### src/rtl/cpu_pkg.sv
// cpu_pkg: default widths, opcode values and FSM state encoding shared by control_unit
// and alu4. Optional macro SINGLE_STEP_EN adds the StIdle state.
package cpu_pkg;

   localparam int unsigned DefPcW = 4;
   localparam int unsigned DefIw  = 8;
   localparam int unsigned DefDw  = 4;
   localparam int unsigned DefAw  = 2;

   localparam logic [3:0] OpNop  = 4'h0;
   localparam logic [3:0] OpMov  = 4'h1;
   localparam logic [3:0] OpAdd  = 4'h2;
   localparam logic [3:0] OpSub  = 4'h3;
   localparam logic [3:0] OpAnd  = 4'h4;
   localparam logic [3:0] OpOr   = 4'h5;
   localparam logic [3:0] OpXor  = 4'h6;
   localparam logic [3:0] OpNot  = 4'h7;
   localparam logic [3:0] OpLdi  = 4'h8;
   localparam logic [3:0] OpJmp  = 4'h9;
   localparam logic [3:0] OpJz   = 4'hA;
   localparam logic [3:0] OpHalt = 4'hF;

   typedef enum logic [2:0] {
      StFetch,
      StDecode,
      StFetchImm,
      StExec,
      StWb,
      StHalt
`ifdef SINGLE_STEP_EN
      ,
      StIdle
`endif
   } state_e;

endpackage

### src/rtl/alu4.sv
// alu4: combinational ALU for control_unit. LDI passes the immediate through b so that
// the Z flag is produced the same way for every register-writing op.
module alu4
   import cpu_pkg::*;
#(
   parameter int unsigned DW = DefDw
) (
   input  logic [3:0]    op,
   input  logic [DW-1:0] a,
   input  logic [DW-1:0] b,
   output logic [DW-1:0] y,
   output logic          zero
);

   // Result select; carry/borrow fall off the top naturally
   always_comb begin
      y = '0;
      case (op)
         OpMov:   y = b;
         OpAdd:   y = a + b;
         OpSub:   y = a - b;
         OpAnd:   y = a & b;
         OpOr:    y = a | b;
         OpXor:   y = a ^ b;
         OpNot:   y = ~b;
         OpLdi:   y = b;
         default: y = '0;
      endcase
   end

   assign zero = (y == '0);

endmodule

### src/rtl/control_unit.sv
// control_unit: fetch/decode/execute sequencer driving a 4x4 register file.
// Optional macro SINGLE_STEP_EN: adds the `step` input and an IDLE state entered from reset
// and after every instruction; one sampled step lets exactly one instruction run.
module control_unit
   import cpu_pkg::*;
#(
   parameter int unsigned PC_W = DefPcW,
   parameter int unsigned IW   = DefIw,
   parameter int unsigned DW   = DefDw,
   parameter int unsigned AW   = DefAw
) (
   input  logic            clk,
   input  logic            rst_n,
`ifdef SINGLE_STEP_EN
   input  logic            step,
`endif
   output logic            imem_req,
   output logic [PC_W-1:0] imem_addr,
   input  logic            imem_ack,
   input  logic [IW-1:0]   imem_data,
   output logic [AW-1:0]   rf_ra,
   output logic [AW-1:0]   rf_rb,
   input  logic [DW-1:0]   rf_rd_a,
   input  logic [DW-1:0]   rf_rd_b,
   output logic [AW-1:0]   rf_wa,
   output logic [DW-1:0]   rf_wd,
   output logic            rf_we,
   output logic            zero_flag,
   output logic            halted
);

`ifdef SINGLE_STEP_EN
   localparam state_e StRet   = StIdle;
   localparam state_e StReset = StIdle;
`else
   localparam state_e StRet   = StFetch;
   localparam state_e StReset = StFetch;
`endif

   state_e          state_q, state_d;
   logic [PC_W-1:0] pc_q, pc_d, pc_inc;
   logic [IW-1:0]   ir_q, ir_d;
   logic [DW-1:0]   imm_q, imm_d;
   logic [DW-1:0]   result_q, result_d;
   logic            z_q, z_d;
   // Low through reset and the first edge after it, so no request is seen during reset
   logic            run_q;

   logic [3:0]      op;
   logic            fire;
   logic [DW-1:0]   alu_b, alu_y;
   logic            alu_zero;

   assign op     = ir_q[7:4];
   assign pc_inc = pc_q + PC_W'(1);
   assign fire   = imem_req & imem_ack;
   assign alu_b  = (op == OpLdi) ? imm_q : rf_rd_b;

   alu4 #(
      .DW (DW)
   ) u_alu (
      .op   (op),
      .a    (rf_rd_a),
      .b    (alu_b),
      .y    (alu_y),
      .zero (alu_zero)
   );

   // State and datapath registers; reset drops any in-flight write-back at once
   always_ff @(posedge clk or negedge rst_n) begin
      if (!rst_n) begin
         state_q  <= StReset;
         pc_q     <= '0;
         ir_q     <= '0;
         imm_q    <= '0;
         result_q <= '0;
         z_q      <= 1'b0;
         run_q    <= 1'b0;
      end else begin
         state_q  <= state_d;
         pc_q     <= pc_d;
         ir_q     <= ir_d;
         imm_q    <= imm_d;
         result_q <= result_d;
         z_q      <= z_d;
         run_q    <= 1'b1;
      end
   end

   // Next-state and datapath update for the fetch/decode/execute sequence
   always_comb begin
      state_d  = state_q;
      pc_d     = pc_q;
      ir_d     = ir_q;
      imm_d    = imm_q;
      result_d = result_q;
      z_d      = z_q;
      case (state_q)
         StFetch: begin
            if (fire) begin
               ir_d    = imem_data;
               pc_d    = pc_inc;
               state_d = StDecode;
            end
         end
         StDecode: begin
            case (op)
               OpMov, OpAdd, OpSub, OpAnd, OpOr, OpXor, OpNot: state_d = StExec;
               OpLdi, OpJmp, OpJz:                             state_d = StFetchImm;
               OpHalt:                                         state_d = StHalt;
               default:                                        state_d = StRet;
            endcase
         end
         StFetchImm: begin
            if (fire) begin
               imm_d = imem_data[DW-1:0];
               pc_d  = pc_inc;
               if (op == OpJmp) begin
                  pc_d    = imem_data[PC_W-1:0];
                  state_d = StRet;
               end else if (op == OpJz) begin
                  if (z_q) pc_d = imem_data[PC_W-1:0];
                  state_d = StRet;
               end else begin
                  state_d = StExec;
               end
            end
         end
         StExec: begin
            result_d = alu_y;
            z_d      = alu_zero;
            state_d  = StWb;
         end
         StWb:   state_d = StRet;
         StHalt: state_d = StHalt;
`ifdef SINGLE_STEP_EN
         StIdle: begin
            if (step) state_d = StFetch;
         end
`endif
         default: state_d = StReset;
      endcase
   end

   assign imem_req  = run_q & ((state_q == StFetch) | (state_q == StFetchImm));
   assign imem_addr = pc_q;
   assign rf_ra     = AW'(ir_q[3:2]);
   assign rf_rb     = AW'(ir_q[1:0]);
   assign rf_wa     = AW'(ir_q[3:2]);
   assign rf_wd     = result_q;
   assign rf_we     = (state_q == StWb);
   assign zero_flag = z_q;
   assign halted    = (state_q == StHalt);

endmodule
### config.mk
export PLATFORM = sky130hd
export DESIGN_NAME = control_unit
export DESIGN_NICKNAME = d
export VERILOG_FILES = /design/src/rtl/cpu_pkg.sv /design/src/rtl/alu4.sv /design/src/rtl/control_unit.sv
export SDC_FILE = /design/constraint.sdc
export NUM_CORES = 1
export LEC_CHECK = 0
export CELL_PAD_IN_SITES_DETAIL_PLACEMENT = 1
export CELL_PAD_IN_SITES_GLOBAL_PLACEMENT = 2
export CORE_MARGIN = 2
export CORE_UTILIZATION = 31
export CTS_CLUSTER_SIZE = 8
export DETAILED_ROUTE_END_ITERATION = 10
export PLACE_DENSITY_LB_ADDON = 0.3
export SETUP_SLACK_MARGIN = 0.05
export SLEW_MARGIN = 20
export SYNTH_ARGS = -nofsm -noshare
export SYNTH_HDL_FRONTEND = slang
export SYNTH_SLANG_ARGS = --single-unit
### constraint.sdc
create_clock -name clk -period 4.27 [get_ports clk]
set_clock_uncertainty 0.1 [all_clocks]
set_input_delay 1.281 -clock clk [delete_from_list [all_inputs] [get_ports clk]]
set_output_delay 1.281 -clock clk [all_outputs]
set_load 0.02 [all_outputs]
# Yosys cells after proc, flatten, opt, wreduce, memory -nomap -nowiden
# Memory sizes are Yosys's and may differ from the RTL's.
# Cells that the tools add are included.
dict set report classes {
  n_addsub 3
  n_reduce_logical 8
  n_mux 13
  n_bitwise 7
  eq_ne 17
}
# cell count
set ops {}
lappend ops {{$pmux 4 s7} 1}
lappend ops {{$mux 4} 6}
lappend ops {{$eq 4x3->1 const B} 4}
lappend ops {{$pmux 3 s5} 1}
lappend ops {{$eq 4x4->1 const B} 3}
lappend ops {{$eq 4x2->1 const B} 2}
lappend ops {{$pmux 4 s2} 1}
lappend ops {{$eq 3x2->1 const B} 2}
lappend ops {{$eq 3x3->1 const B} 2}
lappend ops {{$mux 3} 2}
lappend ops {{$reduce_and 2->1} 3}
lappend ops {{$add 4x1->4 const B} 1}
lappend ops {{$add 4x4->4} 1}
lappend ops {{$and 4x4->4} 1}
lappend ops {{$eq 4x1->1 const B} 1}
lappend ops {{$logic_not 4->1} 1}
lappend ops {{$mux 2} 2}
lappend ops {{$ne 2x2->1 const B} 2}
lappend ops {{$not 4->4} 1}
lappend ops {{$or 4x4->4} 1}
lappend ops {{$sub 4x4->4} 1}
lappend ops {{$xor 4x4->4} 1}
lappend ops {{$eq 3x1->1 const B} 1}
lappend ops {{$logic_not 3->1} 1}
lappend ops {{other kinds (5)} 6}
dict set report word_totals {
  register_bits 25
  wordCells 56
  romBits 48
  output_inout_bits 18
  inputBits 19
  memories 1
}
# name words word_bits rd rd_clocked_by_memory_dff write_ports line_no
set memory_table {}
lappend memory_table {{(name not given)} 16 3 1 0 0 control_unit.sv:107} ;# case (op)

# Longest topological paths before layout
dict set report depth {
  word_depth 6
  mapped_depth 13
  depth_no_buf 13
}

# Modules after synthesis
# From an unflattened synthesis, not the netlist that was laid out.
dict set report unflattened {
  hier_cells 194
  hier_area_um2 1950.6
}
# module n_inst seq_area_each_um2 cells_each area_each_um2
set by_module_without_submodules {}
lappend by_module_without_submodules {control_unit 1 625.6 111 1290.0}
lappend by_module_without_submodules {alu4 1 0.0 83 660.6}

# Least setup slack after synthesis
# Ideal clock, no wire load.
dict set report synth_path {
  kind {in2reg}
  start {in rf_rd_b[0]}
  end {reg z_q (netlist: zero_flag)}
  setup_time_ps 67
  arrival_time_ps 3243
  setup_slack_ps 860
  t_required_ps 4103
  stages 9
  n_path_buf 0
  cell_sequence {mux2_1 -> nor2b_1 -> xnor2_1 -> fa_1 -> o32a_1 -> a31oi_1 -> a2111oi_1 -> and2_1 -> a32o_1}
}
dict set report synth_via {
  elab_chain_cells 4
  word_cells_on_any_way 9
}
# item line_no
set synth_rtl {}
lappend synth_rtl {{from (decl)} control_unit.sv:24} ;# input logic [DW-1:0] rf_rd_b,
lappend synth_rtl {{$mux 4 (*)} control_unit.sv:57} ;# assign alu_b = (op == OpLdi) ? imm_q : rf_rd_b;
lappend synth_rtl {{$sub 4x4->4, or another cell as far along} alu4.sv:21} ;# OpSub: y = a - b;
lappend synth_rtl {{$pmux 4 s7 (*)} alu4.sv:18} ;# case (op)
lappend synth_rtl {{$logic_not 4->1 (*)} alu4.sv:31} ;# assign zero = (y == '0);
lappend synth_rtl {{to (signal assigned)} control_unit.sv:85} ;# z_q <= z_d;
lappend synth_rtl {{to (decl)} control_unit.sv:45} ;# logic z_q, z_d;
# Every way passes the cells marked *; elsewhere a longest branch is shown, timed or not.
# A chain may end at the register's enable or synchronous reset.

# Worst setup path after layout
# Same ends and word-level chain as after synthesis.

==> out/metrics.yaml <==
vdd_ir_drop_max_mv: 0.279
seq_power_share_pct: 29.9
ys_seq_elements: 25
row_count: 28
grt_max_degree: 26
syn_area_per_cell_um2: 8.84
grt_overflow: 0
dr.pass1.iters: 4
hold_path_class: "reg -> reg"
final_core_util_pct: 39.5
report.final.slew_viol_count: 0
status: "completed"
place_congestion: 0.832
die_h_um: 81.2
cellLeakagePower_nw: 0.948
drc: 0
fin_crit_sh_pct: 87.0
hold-path-endpoint: "rf_wd[2]$_DFFE_PN0N_"
start_util_pct: 31.6
min-delay-start: "rf_wd[2]$_DFFE_PN0N_"
met2_usage_pct: 27.1
p_int_mw: 0.854
cts_hold_buf: 0
post-cts-setup-buffers: 0
clockPowerShare_pct: 9.1
path_max_fanout: 3
synth_area_um2: 1850
p_switching_mw: 0.700
worst-setup-path-type: "in -> reg"
synthArstFlopShare_pct: 100
r2r_start: "ir_q[4]$_DFFE_PN0P_"
clkLatencyLatePin_ns: 0.27
rr_endpoint: "zero_flag$_DFFE_PN0N_"
die-area_um2: 6600
power_mw: 1.55
use_met1_pct: 22.1
antenna_found_initial: 0
synth_nets: 239
crit_arrival_ns: 3.82
rsz0062_at_grt: "false"
syn2layout_area_growth_pct: 24.9
grt_util_all_layers_pct: 16.1
diodes: 0
pin_count: 37
maxCapViolations: 0
fp.coreArea_um2: 5850
io_buffers: 36
hpwl_um: 3830
vias: 1617
cts_resized: 0
grt_pass1_wl_um: 8170
synth_ff_type: "dfrtp_1"
grt_pass1_vias: 1629
wl_per_cell_um: 15.6
finalHoldViolCount: 0
cts_made_buffers: 3
synth-seq-area-share_pct: 33.9
fin_crit_ns: 3.71
drt_iter0_drc: 76
holdPathStages: 2
htreeDepth: 1
clock-root-buffer: "clkbuf_8"
routed_wl_um: 4930
die_x_um: 81.2
busiest_layer: "met2"
setup_violations: 0
critical_path_required_ns: 4.38
start_kind: "input pin"
cts_tree: "yes"
synth_cell_types: 44
stdcell_count: 316
setup_slack_ns: 0.557
end_kind: "flop"
final_nets: 272
use_met3_pct: 2.78
clockBufferDepth: 2
drive_gt1_share_pct: 11.6
fillers: 695
combPwrFrac_pct: 61.0
vias_per_cell: 5.12
ff2ff_setup_slack_ns: 0.86
synth_edf_count: 0
postRouteAntennaNets: 0
regArea_um2: 626
p_per_area_nw_per_um2: 673
place_inst: 312
pre_cts_slack_ns: 0.288
path_clk_slew_ns: 0.08
fmax_ghz: 0.269
ys_warn_count: 0
synthCells: 209
multi_input_area_um2: 1090
clock_sinks: 25
swShare_pct: 45.1
r2r_cells: 11
fin_setup_tns_ns: 0
## metal layers
layer	routed length (um)	share of wire (%)
met5	0	0
met4	36	0.73
met3	196	4.0
met2	2250	46
met1	2450	50
## sequential cells by signal, summed over array words and instances (netlist names)
name	flops
ir_q	8
state_q	3
zero_flag	1
imem_addr	4
rf_wd	4
run_q	1
imm_q	4
## cells in the final DEF, fill, tap and decap left out, types with 3 or more instances in the layout
| cell type | count |
|---|---|
| ha_1 | 10 |
| clkbuf_8 | 3 |
| o21ai_0 | 18 |
| mux2_2 | 11 |
| a21oi_1 | 15 |
| nor3_1 | 9 |
| a31oi_1 | 3 |
| dfrtp_1 | 25 |
| nand3b_1 | 3 |
| nor3b_1 | 3 |
| xnor2_1 | 5 |
| nor2b_1 | 4 |
| buf_4 | 6 |
| mux2i_1 | 5 |
| clkdlybuf4s50_1 | 36 |
| nand2b_1 | 3 |
| nor2_1 | 14 |
| nand3_1 | 3 |
| and2_1 | 3 |
| nand2_1 | 19 |
| inv_1 | 13 |
## cells by family (layout without fill, tap and decap cells)
| family | after synthesis | in the layout | share of synthesized area [%] |
|---|---|---|---|
| buffers and inverters | 27 | 59 | 7.18 |
| DFF | 25 | 25 | 33.9 |
| and+or+nand+nor | 71 | 71 | 20.9 |
| AOI/OAI and AO/OA | 52 | 52 | 17.6 |
| adders and majority gates | 11 | 11 | 7.85 |
| xor gates and xnor gates | 5 | 5 | 2.37 |
| muxes | 17 | 17 | 10.0 |
| other | 1 | 1 | 0.203 |
## power groups by stage
stage               clock [mW]  combinational [mW]  sequential, mW
floorplan                    0               0.641           0.471
global placement             0               0.948           0.467
detailed placement           0               0.960           0.470
CTS                      0.148               0.963           0.467
global route             0.155                1.06           0.483
finish                   0.141               0.948           0.465
## cell type report
class,instances,share of cell area [%]
multi-input cells,157,47.2
repair buffers,42,17.6
well taps,75,4.07
clock buffers,4,1.95
flip-flops and latches,25,27.1
inverters,13,2.11
## worst max path at each step
stage / from / cells past startpoint / end / slack (ns)
2_1_floorplan: rf_rd_b[0] / 9 / zero_flag$_DFFE_PN0N_ / 0.86
3_3_place_gp: rf_rd_b[0] / 10 / zero_flag$_DFFE_PN0N_ / 0.31
3_5_place_dp: rf_rd_b[0] / 10 / zero_flag$_DFFE_PN0N_ / 0.29
4_1_cts: rf_rd_b[0] / 10 / zero_flag$_DFFE_PN0N_ / 0.56
5_1_grt: rf_rd_b[0] / 10 / zero_flag$_DFFE_PN0N_ / 0.47
6_report: rf_rd_b[0] / 10 / zero_flag$_DFFE_PN0N_ / 0.56
## through the flow
step           cell area [um2]  hold slack, ns
2_1_floorplan             1850           0.382
3_3_place_gp              2260           0.361
3_5_place_dp              2260           0.378
4_1_cts                   2310           0.399
5_1_grt                   2310           0.435
6_report                  2310           0.386
## cells in the mapped netlist, drive strengths merged, types with 3 or more instances
library cell	count	area share, %
nand3b	3	1.2
nor2	16	3.5
mux2i	5	2.7
and2	4	1.5
mux2	12	7.3
buf	11	3.9
nand2	19	3.9
nor3	9	2.4
a211oi	3	1.5
clkbuf	3	0.61
dfrtp	25	34
a31oi	3	1.0
nand2b	3	1.0
nand3	3	0.81
inv	13	2.6
ha	10	6.8
xnor2	5	2.4
nor3b	4	1.9
nor2b	5	1.8
o21ai	20	5.4
a21oi	15	4.1
## worst max-delay path, stage by stage
cell,delay (ns)
clkdlybuf4s50_1,0.42
mux2_1,0.33
nor2b_1,0.16
xnor2_1,0.18
fa_1,0.52
o32a_1,0.12
a31oi_1,0.07
a2111oi_1,0.40
and2_1,0.20
a32o_1,0.15
No activity file was read; power rests on OpenSTA's default activity.
